[config.mk]
export PLATFORM = sky130hd
export DESIGN_NAME = tl_probe_fanout
export DESIGN_NICKNAME = d
export VERILOG_FILES = /design/src/rtl/tl_probe_fanout.sv
export SDC_FILE = /design/constraint.sdc
export NUM_CORES = 1
export LEC_CHECK = 0
export ABC_AREA = 1
export CAP_MARGIN = 20
export CORE_UTILIZATION = 37
export CTS_BUF_LIST = sky130_fd_sc_hd__clkbuf_8
export CTS_CLUSTER_DIAMETER = 200
export DETAILED_ROUTE_END_ITERATION = 16
export PLACE_DENSITY_LB_ADDON = 0.12
export SYNTH_ARGS = -nofsm -noshare
export SYNTH_HDL_FRONTEND = slang
export SYNTH_SLANG_ARGS = --single-unit
[constraint.sdc]
create_clock -name clk -period 1.8 [get_ports clk]
set_input_delay 0.18 -clock clk [delete_from_list [all_inputs] [get_ports clk]]
set_output_delay 0.18 -clock clk [all_outputs]
set_load 0.02 [all_outputs]
[src/rtl/tl_probe_fanout.sv]
// rtl/tl_probe_fanout.sv - probe multicast engine between L2 directory and client B/C ports
// Optional watchdog: define TL_PROBE_TIMEOUT_EN to enable the TIMEOUT_CYCLES limit.
module tl_probe_fanout #(
  parameter int N_CLIENTS      = 4,
  parameter int CID_W          = (N_CLIENTS > 1) ? $clog2(N_CLIENTS) : 1,
  parameter int ADDR_W         = 64,
  parameter int SOURCE_W       = 4,
  parameter int M_SOURCE_W     = SOURCE_W + CID_W,
  parameter int LINE_LG        = 6,
  parameter int TIMEOUT_CYCLES = 1024
) (
  input  logic                  clk,
  input  logic                  rst,
  input  logic                  req_valid_i,
  output logic                  req_ready_o,
  input  logic [ADDR_W-1:0]     req_address_i,
  input  logic [2:0]            req_param_i,
  input  logic [SOURCE_W-1:0]   req_source_i,
  input  logic [N_CLIENTS-1:0]  req_sharers_i,
  output logic                  mgr_b_valid_o,
  input  logic                  mgr_b_ready_i,
  output logic [2:0]            mgr_b_opcode_o,
  output logic [2:0]            mgr_b_param_o,
  output logic [3:0]            mgr_b_size_o,
  output logic [SOURCE_W-1:0]   mgr_b_source_o,
  output logic [ADDR_W-1:0]     mgr_b_address_o,
  output logic [7:0]            mgr_b_mask_o,
  output logic [63:0]           mgr_b_data_o,
  output logic                  mgr_b_corrupt_o,
  output logic [CID_W-1:0]      mgr_b_dest_o,
  input  logic                  ack_valid_i,
  output logic                  ack_ready_o,
  input  logic [2:0]            ack_opcode_i,
  input  logic [M_SOURCE_W-1:0] ack_source_i,
  input  logic                  ack_last_i,
  output logic                  done_valid_o,
  input  logic                  done_ready_i,
  output logic [N_CLIENTS-1:0]  done_acked_o,
  output logic                  done_dirty_o,
  output logic                  done_timeout_o,
  output logic                  err_unexpected_o
);

  typedef enum logic [1:0] {IDLE, ISSUE, WAIT, DONE} state_t;
  state_t state_q, state_d;

  logic [ADDR_W-1:0]    addr_q;
  logic [2:0]           param_q;
  logic [SOURCE_W-1:0]  source_q;
  logic [N_CLIENTS-1:0] issue_mask, ack_pend, acked;
  logic                 dirty, err_q, timeout_fire;

  logic                 req_hs, b_hs, ack_hs, counted, unexpected;
  logic [N_CLIENTS-1:0] issue_bit, ack_oh, counted_oh, issue_nxt, pend_nxt;
  logic [CID_W-1:0]     ack_cid, b_dest;

  // Handshake readiness decodes from state; reset masks it so nothing is accepted mid-reset.
  assign req_ready_o   = !rst && (state_q == IDLE);
  assign mgr_b_valid_o = !rst && (state_q == ISSUE);
  assign done_valid_o  = !rst && (state_q == DONE);
  assign ack_ready_o   = !rst;

  assign req_hs = req_valid_i && req_ready_o;
  assign b_hs   = mgr_b_valid_o && mgr_b_ready_i;
  assign ack_hs = ack_valid_i && ack_ready_o;

  // Lowest pending sharer is the next probe target; depends only on registered state.
  assign issue_bit = issue_mask & ~(issue_mask - 1'b1);
  always_comb begin
    b_dest = '0;
    for (int i = N_CLIENTS - 1; i >= 0; i--) begin
      if (issue_mask[i]) b_dest = CID_W'(i);
    end
  end

  // Decode the acking client; out-of-range IDs match no client and so count as unexpected.
  assign ack_cid = ack_source_i[M_SOURCE_W-1 -: CID_W];
  always_comb begin
    ack_oh = '0;
    for (int i = 0; i < N_CLIENTS; i++) begin
      if (ack_cid == CID_W'(i)) ack_oh[i] = 1'b1;
    end
  end

  // Only last beats from a client with an outstanding probe complete it; the pending bit
  // is sampled before this cycle's B handshake, so a same-cycle ack is unexpected.
  assign counted_oh = ack_oh & ack_pend & {N_CLIENTS{ack_hs && ack_last_i}};
  assign counted    = |counted_oh;
  assign unexpected = ack_hs && ack_last_i && !counted;
  assign issue_nxt  = issue_mask & ~(b_hs ? issue_bit : '0);
  assign pend_nxt   = (ack_pend | (b_hs ? issue_bit : '0)) & ~counted_oh;

  // State register.
  always_ff @(posedge clk) begin
    if (rst) state_q <= IDLE;
    else     state_q <= state_d;
  end

  // Next-state logic; WAIT leaves in the same cycle the final pending bit clears.
  always_comb begin
    state_d = state_q;
    case (state_q)
      IDLE:    if (req_hs) state_d = (req_sharers_i == '0) ? DONE : ISSUE;
      ISSUE:   if (issue_nxt == '0) state_d = WAIT;
      WAIT:    if (pend_nxt == '0) state_d = DONE;
      DONE:    if (done_ready_i) state_d = IDLE;
      default: state_d = IDLE;
    endcase
    if (timeout_fire) state_d = DONE;
  end

  // Transaction context, issue/pending/acked masks and the unexpected-ack pulse.
  always_ff @(posedge clk) begin
    if (rst) begin
      addr_q     <= '0;
      param_q    <= '0;
      source_q   <= '0;
      issue_mask <= '0;
      ack_pend   <= '0;
      acked      <= '0;
      dirty      <= 1'b0;
      err_q      <= 1'b0;
    end else begin
      err_q <= unexpected;
      if (req_hs) begin
        addr_q     <= req_address_i;
        param_q    <= req_param_i;
        source_q   <= req_source_i;
        issue_mask <= req_sharers_i;
        ack_pend   <= '0;
        acked      <= '0;
        dirty      <= 1'b0;
      end else if (timeout_fire) begin
        issue_mask <= '0;
        ack_pend   <= '0;
      end else begin
        issue_mask <= issue_nxt;
        ack_pend   <= pend_nxt;
        acked      <= acked | counted_oh;
        if (counted && ack_opcode_i == 3'd5) dirty <= 1'b1;
      end
    end
  end

`ifdef TL_PROBE_TIMEOUT_EN
  localparam int WD_W = $clog2(TIMEOUT_CYCLES + 1);
  logic [WD_W-1:0] wdog;
  logic            timeout_q;
  logic            busy;

  assign busy         = (state_q == ISSUE) || (state_q == WAIT);
  assign timeout_fire = busy && !counted && (wdog == WD_W'(TIMEOUT_CYCLES - 1));

  // Watchdog counts cycles since the last counted ack (or since the probe started).
  always_ff @(posedge clk) begin
    if (rst || !busy) wdog <= '0;
    else if (counted) wdog <= WD_W'(1);
    else              wdog <= wdog + 1'b1;
  end

  // Timeout flag is part of the completion record, cleared by the next request.
  always_ff @(posedge clk) begin
    if (rst)               timeout_q <= 1'b0;
    else if (req_hs)       timeout_q <= 1'b0;
    else if (timeout_fire) timeout_q <= 1'b1;
  end

  assign done_timeout_o = timeout_q;
`else
  logic unused_timeout_cfg;
  assign unused_timeout_cfg = (TIMEOUT_CYCLES > 0);
  assign timeout_fire       = 1'b0;
  assign done_timeout_o     = 1'b0;
`endif

  logic unused_ack_src;
  assign unused_ack_src = ^ack_source_i[SOURCE_W-1:0];

  assign mgr_b_opcode_o   = 3'd6;
  assign mgr_b_param_o    = param_q;
  assign mgr_b_size_o     = 4'(LINE_LG);
  assign mgr_b_source_o   = source_q;
  assign mgr_b_address_o  = addr_q;
  assign mgr_b_mask_o     = 8'hFF;
  assign mgr_b_data_o     = 64'd0;
  assign mgr_b_corrupt_o  = 1'b0;
  assign mgr_b_dest_o     = b_dest;
  assign done_acked_o     = acked;
  assign done_dirty_o     = dirty;
  assign err_unexpected_o = err_q;

endmodule

After elaboration in Yosys (flattened, before gate mapping)
Cells that the tools add are included.
Storage, ports and cells
  register bits after elaboration: 87
  latch bits: 0
  RAM bits: 0
  ROM bits: 0
  logic and storage cells: 66
  memories: 0
Operators by class
  add/sub/neg operators: 1
  $mul: 0
  div/mod/pow operators: 0
  $lt $le $gt $ge: 0
  equality and inequality tests: 11
  shifts and indexed selects: 0
  muxes and demuxes: 16
  bitwise logic cells: 10
  reduce and logical (&&, ||, !) cells: 19
Operators by type and width (number)
  AND 4 bit: 5
  2-to-1 mux 2 bit: 9
  logical NOT 4 bit: 3
  NOT 4 bit: 3
  logical AND 1 bit: 9
  equality test 2 bit (second input constant): 4
  2-to-1 mux 4 bit: 2
  OR 4 bit: 2
  case mux 2 bit (4 select lines): 1
  inequality test 2 bit (second input constant): 3
  equality test 2 x 1 -> 1 bit (second input constant): 2
  logical NOT 2 bit: 2
  2-to-1 mux 1 bit: 4
  AND reduction 4 bit: 1
  OR reduction 4 bit: 1
  subtractor 4 x 1 -> 4 bit (second input constant): 1
  equality test 3 bit (second input constant): 1
  logical NOT 1 bit: 2
  inequality test 2 x 1 -> 1 bit (second input constant): 1
  OR reduction 2 bit: 1

Longest topological paths before layout
  depth in word-level cells: 9
  mapped depth: 13
  mapped depth without buffers: 13

Worst setup path after synthesis
Ideal clock, no wire load.
  kind: reg2reg
  from: register state_q[0]
  to: register state_q[1]
  library setup time: 0.113 ns
  arrival time: 1.698 ns
  data required time: 1.687 ns
  path slack: -0.011 ns
  stages on the path, launching flop included: 12
  path buffers: 0
  period minus slack after synthesis: 1.811 ns
  cell sequence: dfxtp_1 > inv_1 > ha_1 > inv_1 > nor2_1 > nand2_1 > a21oi_1 > inv_1 > nor2_1 > nand3_1 > nand2_1 > nor2_1
RTL lines
  start: declaration: line 45  | state_t state_q, state_d;
  start signal: assignment: line 96  | else state_q <= state_d;
  logical NOT 2 bit: line 58  | assign req_ready_o = !rst && (state_q == IDLE);
  logical AND 1 bit: line 58
  named net req_ready_o: line 15  | output logic req_ready_o,
  logical AND 1 bit: line 63  | assign req_hs = req_valid_i && req_ready_o;
  inequality test 2 bit (no line)
  AND reduction 4 bit (no line)
The timed path passes the listed nets, and every way through them passes these cells.
A chain may end at the register's enable or synchronous reset.

Worst setup path in the final report
  from: register state_q[1]
  to: output mgr_b_valid_o
Between the ends
  longest elaborated chain between the ends: 2
Ends and longest elaborated chain
  equality test 2 x 1 -> 1 bit: line 59  | assign mgr_b_valid_o = !rst && (state_q == ISSUE);
  logical AND 1 bit: line 59
  end: declaration: line 20  | output logic mgr_b_valid_o,
No other way between the ends.

==> impl_metrics.sql <==
INSERT INTO impl_metrics (metric_group, metric, value, unit) VALUES
('grt', 'antenna_found_initial', '0', ''),
('die', 'floorplan.io_pins', '255', ''),
('placed_design', 'place.detailed.hpwl', '7.19', 'mm'),
('cells_and_area', 'finalCoreUtilization', '0.570', ''),
('pwr', 'seq_power_share', '0.391', ''),
('drt', 'vias_per_instance', '4.29', ''),
('clock_tree', 'post_cts_buffers', '0', ''),
('clock_tree', 'cts_num_sinks', '87', ''),
('clock_tree', 'cts_max_level', '3', ''),
('cells_and_area', 'layout.nets', '783', ''),
('timing', 'maxSlewViolCount', '0', ''),
('drt', 'routed_wl', '9.87', 'mm'),
('die', 'floorplan.core_area', '0.00995', 'mm²'),
('clock_tree', 'max-clock-path-buffers', '2', ''),
('die', 'initial_core_util', '0.389', ''),
('pwr', 'intPower', '4.02', 'mW'),
('cells_and_area', 'mostFrequentLayoutCell', 'sky130_fd_sc_hd__nand2_1', ''),
('drt', 'drt_drc_violations_left', '0', ''),
('logic_synthesis', 'synth_top_area_cell', 'sky130_fd_sc_hd__dfxtp_1', ''),
('grt', 'grt_pass1_vias', '3294', ''),
('setup_path', 'worstSetupEndpointType', 'output pin', ''),
('drt', 'routedWlPerCell', '12.0', 'µm'),
('timing', 'post-route-period-util', '0.914', ''),
('logic_synthesis', 'yosysWarnings', '0', ''),
('timing', 'final.setup_skew', '0.00619', 'ns'),
('cells_and_area', 'final_cell_mix', 'sky130_fd_sc_hd__nand2_1, sky130_fd_sc_hd__clkdlybuf4s50_1, sky130_fd_sc_hd__dfxtp_1, sky130_fd_sc_hd__conb_1, sky130_fd_sc_hd__nand3_1', ''),
('cells_and_area', 'layout.filler_cells', '979', ''),
('timing', 'final_hold_vio_count', '0', ''),
('clock_tree', 'cts.root.buffer_cell', 'sky130_fd_sc_hd__clkbuf_8', ''),
('setup_path', 'setup.worst_path.start_class', 'flop', ''),
('cells_and_area', 'flow.area_growth_from_synthesis', '46.8', '%'),
('setup_path', 'critical_path.slowest_cell', 'sky130_fd_sc_hd__dfxtp_2', ''),
('drt', 'detailedRoute.firstIterationViolations', '93', ''),
('setup_path', 'critPathBufInv', '3', ''),
('min_path', 'min-delay-path-class', 'input port to flop', ''),
('job', 'max_cap_viols', '0', ''),
('clock_tree', 'cts.clk_slew.worst_paths', '0.09', 'ns'),
('clock_tree', 'holdBufCountCts', '0', ''),
('drt', 'routed-via-count', '3540', ''),
('pwr', 'p_leak', '2.67', 'nW'),
('die', 'chipHeight', '104', 'µm'),
('setup_path', 'cpMostUsedCell', 'sky130_fd_sc_hd__inv_1', ''),
('cells_and_area', 'antenna-diode-count', '0', ''),
('die', 'num_rows', '36', ''),
('pwr', 'worst_ir_drop_vdd', '0.476', 'mV'),
('cells_and_area', 'multi_input_area', '0.00165', 'mm²'),
('setup_path', 'cp_slowest_stage_delay', '0.34', 'ns'),
('grt', 'grt_max_degree', '42', ''),
('logic_synthesis', 'synth.top_cells.by_area', 'sky130_fd_sc_hd__dfxtp_1, sky130_fd_sc_hd__nand2_1, sky130_fd_sc_hd__buf_4', ''),
('drt', 'final_antenna_violating_net_count', '0', ''),
('die', 'die_w', '104', 'µm'),
('logic_synthesis', 'ys_seq_elements', '87', ''),
('logic_synthesis', 'netlist_area', '0.00387', 'mm²'),
('status', 'outcome', 'completed', ''),
('setup_path', 'critPathMaxFanout', '4', ''),
('setup_path', 'timing_worst_setup_path_type', 'flop to output pin', ''),
('grt', 'remaining_global_route_overflow', '0', ''),
('clock_tree', 'cts_tree', 'yes', ''),
('grt', 'grt_first_pass_wirelength', '16.2', 'mm'),
('cells_and_area', 'seq_area', '0.00174', 'mm²'),
('setup_path', 'wp_data_arrival', '1.47', 'ns'),
('timing', 'max_freq', '0.608', 'GHz'),
('logic_synthesis', 'synth_area_per_cell', '7.44', 'µm²'),
('clock_tree', 'number_of_buffers_added_by_the_clock_tree_synthesis_step', '9', ''),
('timing', 'timing.final.crit_period', '1.65', 'ns'),
('grt', 'track_usage', '0.185', ''),
('pwr', 'share_clk_of_total_power', '0.229', ''),
('timing', 'rsz0062_at_grt', 'true', ''),
('timing', 'setup_viol', '0', ''),
('die', 'design.die.area', '0.0109', 'mm²'),
('pwr', 'total_power', '6.26', 'mW');
[cell type report]
type,count,share of cell area
timing repair buffer,182,0.318
inverter,26,0.0172
sequential,87,0.307
clock inverter,4,0.00793
tap,133,0.0293
clock buffer,12,0.0291
multi-input combinational,382,0.291
[final timing paths]
kind,slack [ns],start,to,cells after the start
setup / recovery,0.15,state_q[1]$_SDFFE_PP0P_,mgr_b_valid_o,5
hold / removal,0.35,req_address_i[58],mgr_b_address_o[58]$_SDFFE_PP0P_,3
setup reg to reg,0.17,state_q[1]$_SDFFE_PP0P_,state_q[0]$_SDFFE_PP0P_,10
hold reg to reg,0.45,done_acked_o[3]$_SDFF_PP0_,done_acked_o[3]$_SDFF_PP0_,2
[metal layers]
metal	vias up	routed length [µm]	track usage
met5	-	0	0
met4	0	158	0.0837
met3	10	964	0.0695
li1	1805	-	-
met1	1573	4080	0.211
met2	152	4670	0.308
[synth_stat cells]
cell type and count:
sky130_fd_sc_hd__nor2_1 21, sky130_fd_sc_hd__nand2_1 169, sky130_fd_sc_hd__nand3_1 77, sky130_fd_sc_hd__o21ai_1 4, sky130_fd_sc_hd__inv_2 2, sky130_fd_sc_hd__buf_4 81, sky130_fd_sc_hd__nand3b_1 1, sky130_fd_sc_hd__nand3_2 1
sky130_fd_sc_hd__clkbuf_1 9, sky130_fd_sc_hd__o21ai_0 8, sky130_fd_sc_hd__inv_1 24, sky130_fd_sc_hd__a21oi_1 9, sky130_fd_sc_hd__nor3_1 1, sky130_fd_sc_hd__conb_1 2, sky130_fd_sc_hd__o21bai_1 1, sky130_fd_sc_hd__dfxtp_1 87
sky130_fd_sc_hd__nand4_1 3, sky130_fd_sc_hd__ha_1 4, sky130_fd_sc_hd__nor4_1 1, sky130_fd_sc_hd__o211ai_1 1, sky130_fd_sc_hd__buf_1 6, sky130_fd_sc_hd__buf_2 8
[power groups by stage]
stage                     clock, mW  sequential [mW]  combinational (mW)
after floorplan                   0             2.83                1.08
after global placement            0             2.47                2.37
after detailed placement          0             2.48                2.38
after CTS                      1.48             2.44                2.37
after global routing           1.55             2.49                2.60
final                          1.43             2.45                2.38
[metrics by stage]
stage	hold slack [ns]	setup TNS (ns)	setup slack, ns	std cells	area [µm²]
after floorplan	0.259	0	0.134	599	4170
after global placement	0.440	-0.0268	-0.0214	810	5450
after detailed placement	0.445	-0.112	-0.0554	810	5450
after CTS	0.336	0	0.0215	826	5650
after global routing	0.351	-0.0101	-0.00758	826	5680
final	0.352	0	0.155	826	5680
[state kept, by name, indices dropped and copies added (netlist names)]
register and cells:
err_unexpected_o 1, issue_mask 4, mgr_b_source_o 4, ack_pend 4, done_acked_o 4, mgr_b_address_o 64
done_dirty_o 1, mgr_b_param_o 3, state_q 2
[cells by family (layout without fill, tap and decap cells)]
logic type | count (synthesis) | count (layout) | share of synthesized area
AND/OR/NAND/NOR | 274 | 274 | 0.296
buffers and inverters | 130 | 224 | 0.207
flip-flops | 87 | 87 | 0.450
AO/OA/AOI/OAI | 23 | 23 | 0.0311
adder cells (fa/ha/maj) | 4 | 4 | 0.0129
other | 2 | 81 | 0.00194
[worst min-delay path: stages]
cell	delay (ns)
sky130_fd_sc_hd__clkdlybuf4s50_1	0.39
sky130_fd_sc_hd__nand2_1	0.06
sky130_fd_sc_hd__nand2_1	0.04
[what timing repair did]
item                                    4_1_cts  5_1_grt
endpoints found under the setup margin        5       21
resized for setup                             5       13
cloned                                        0        0
Power figures use the tool's default switching activity.
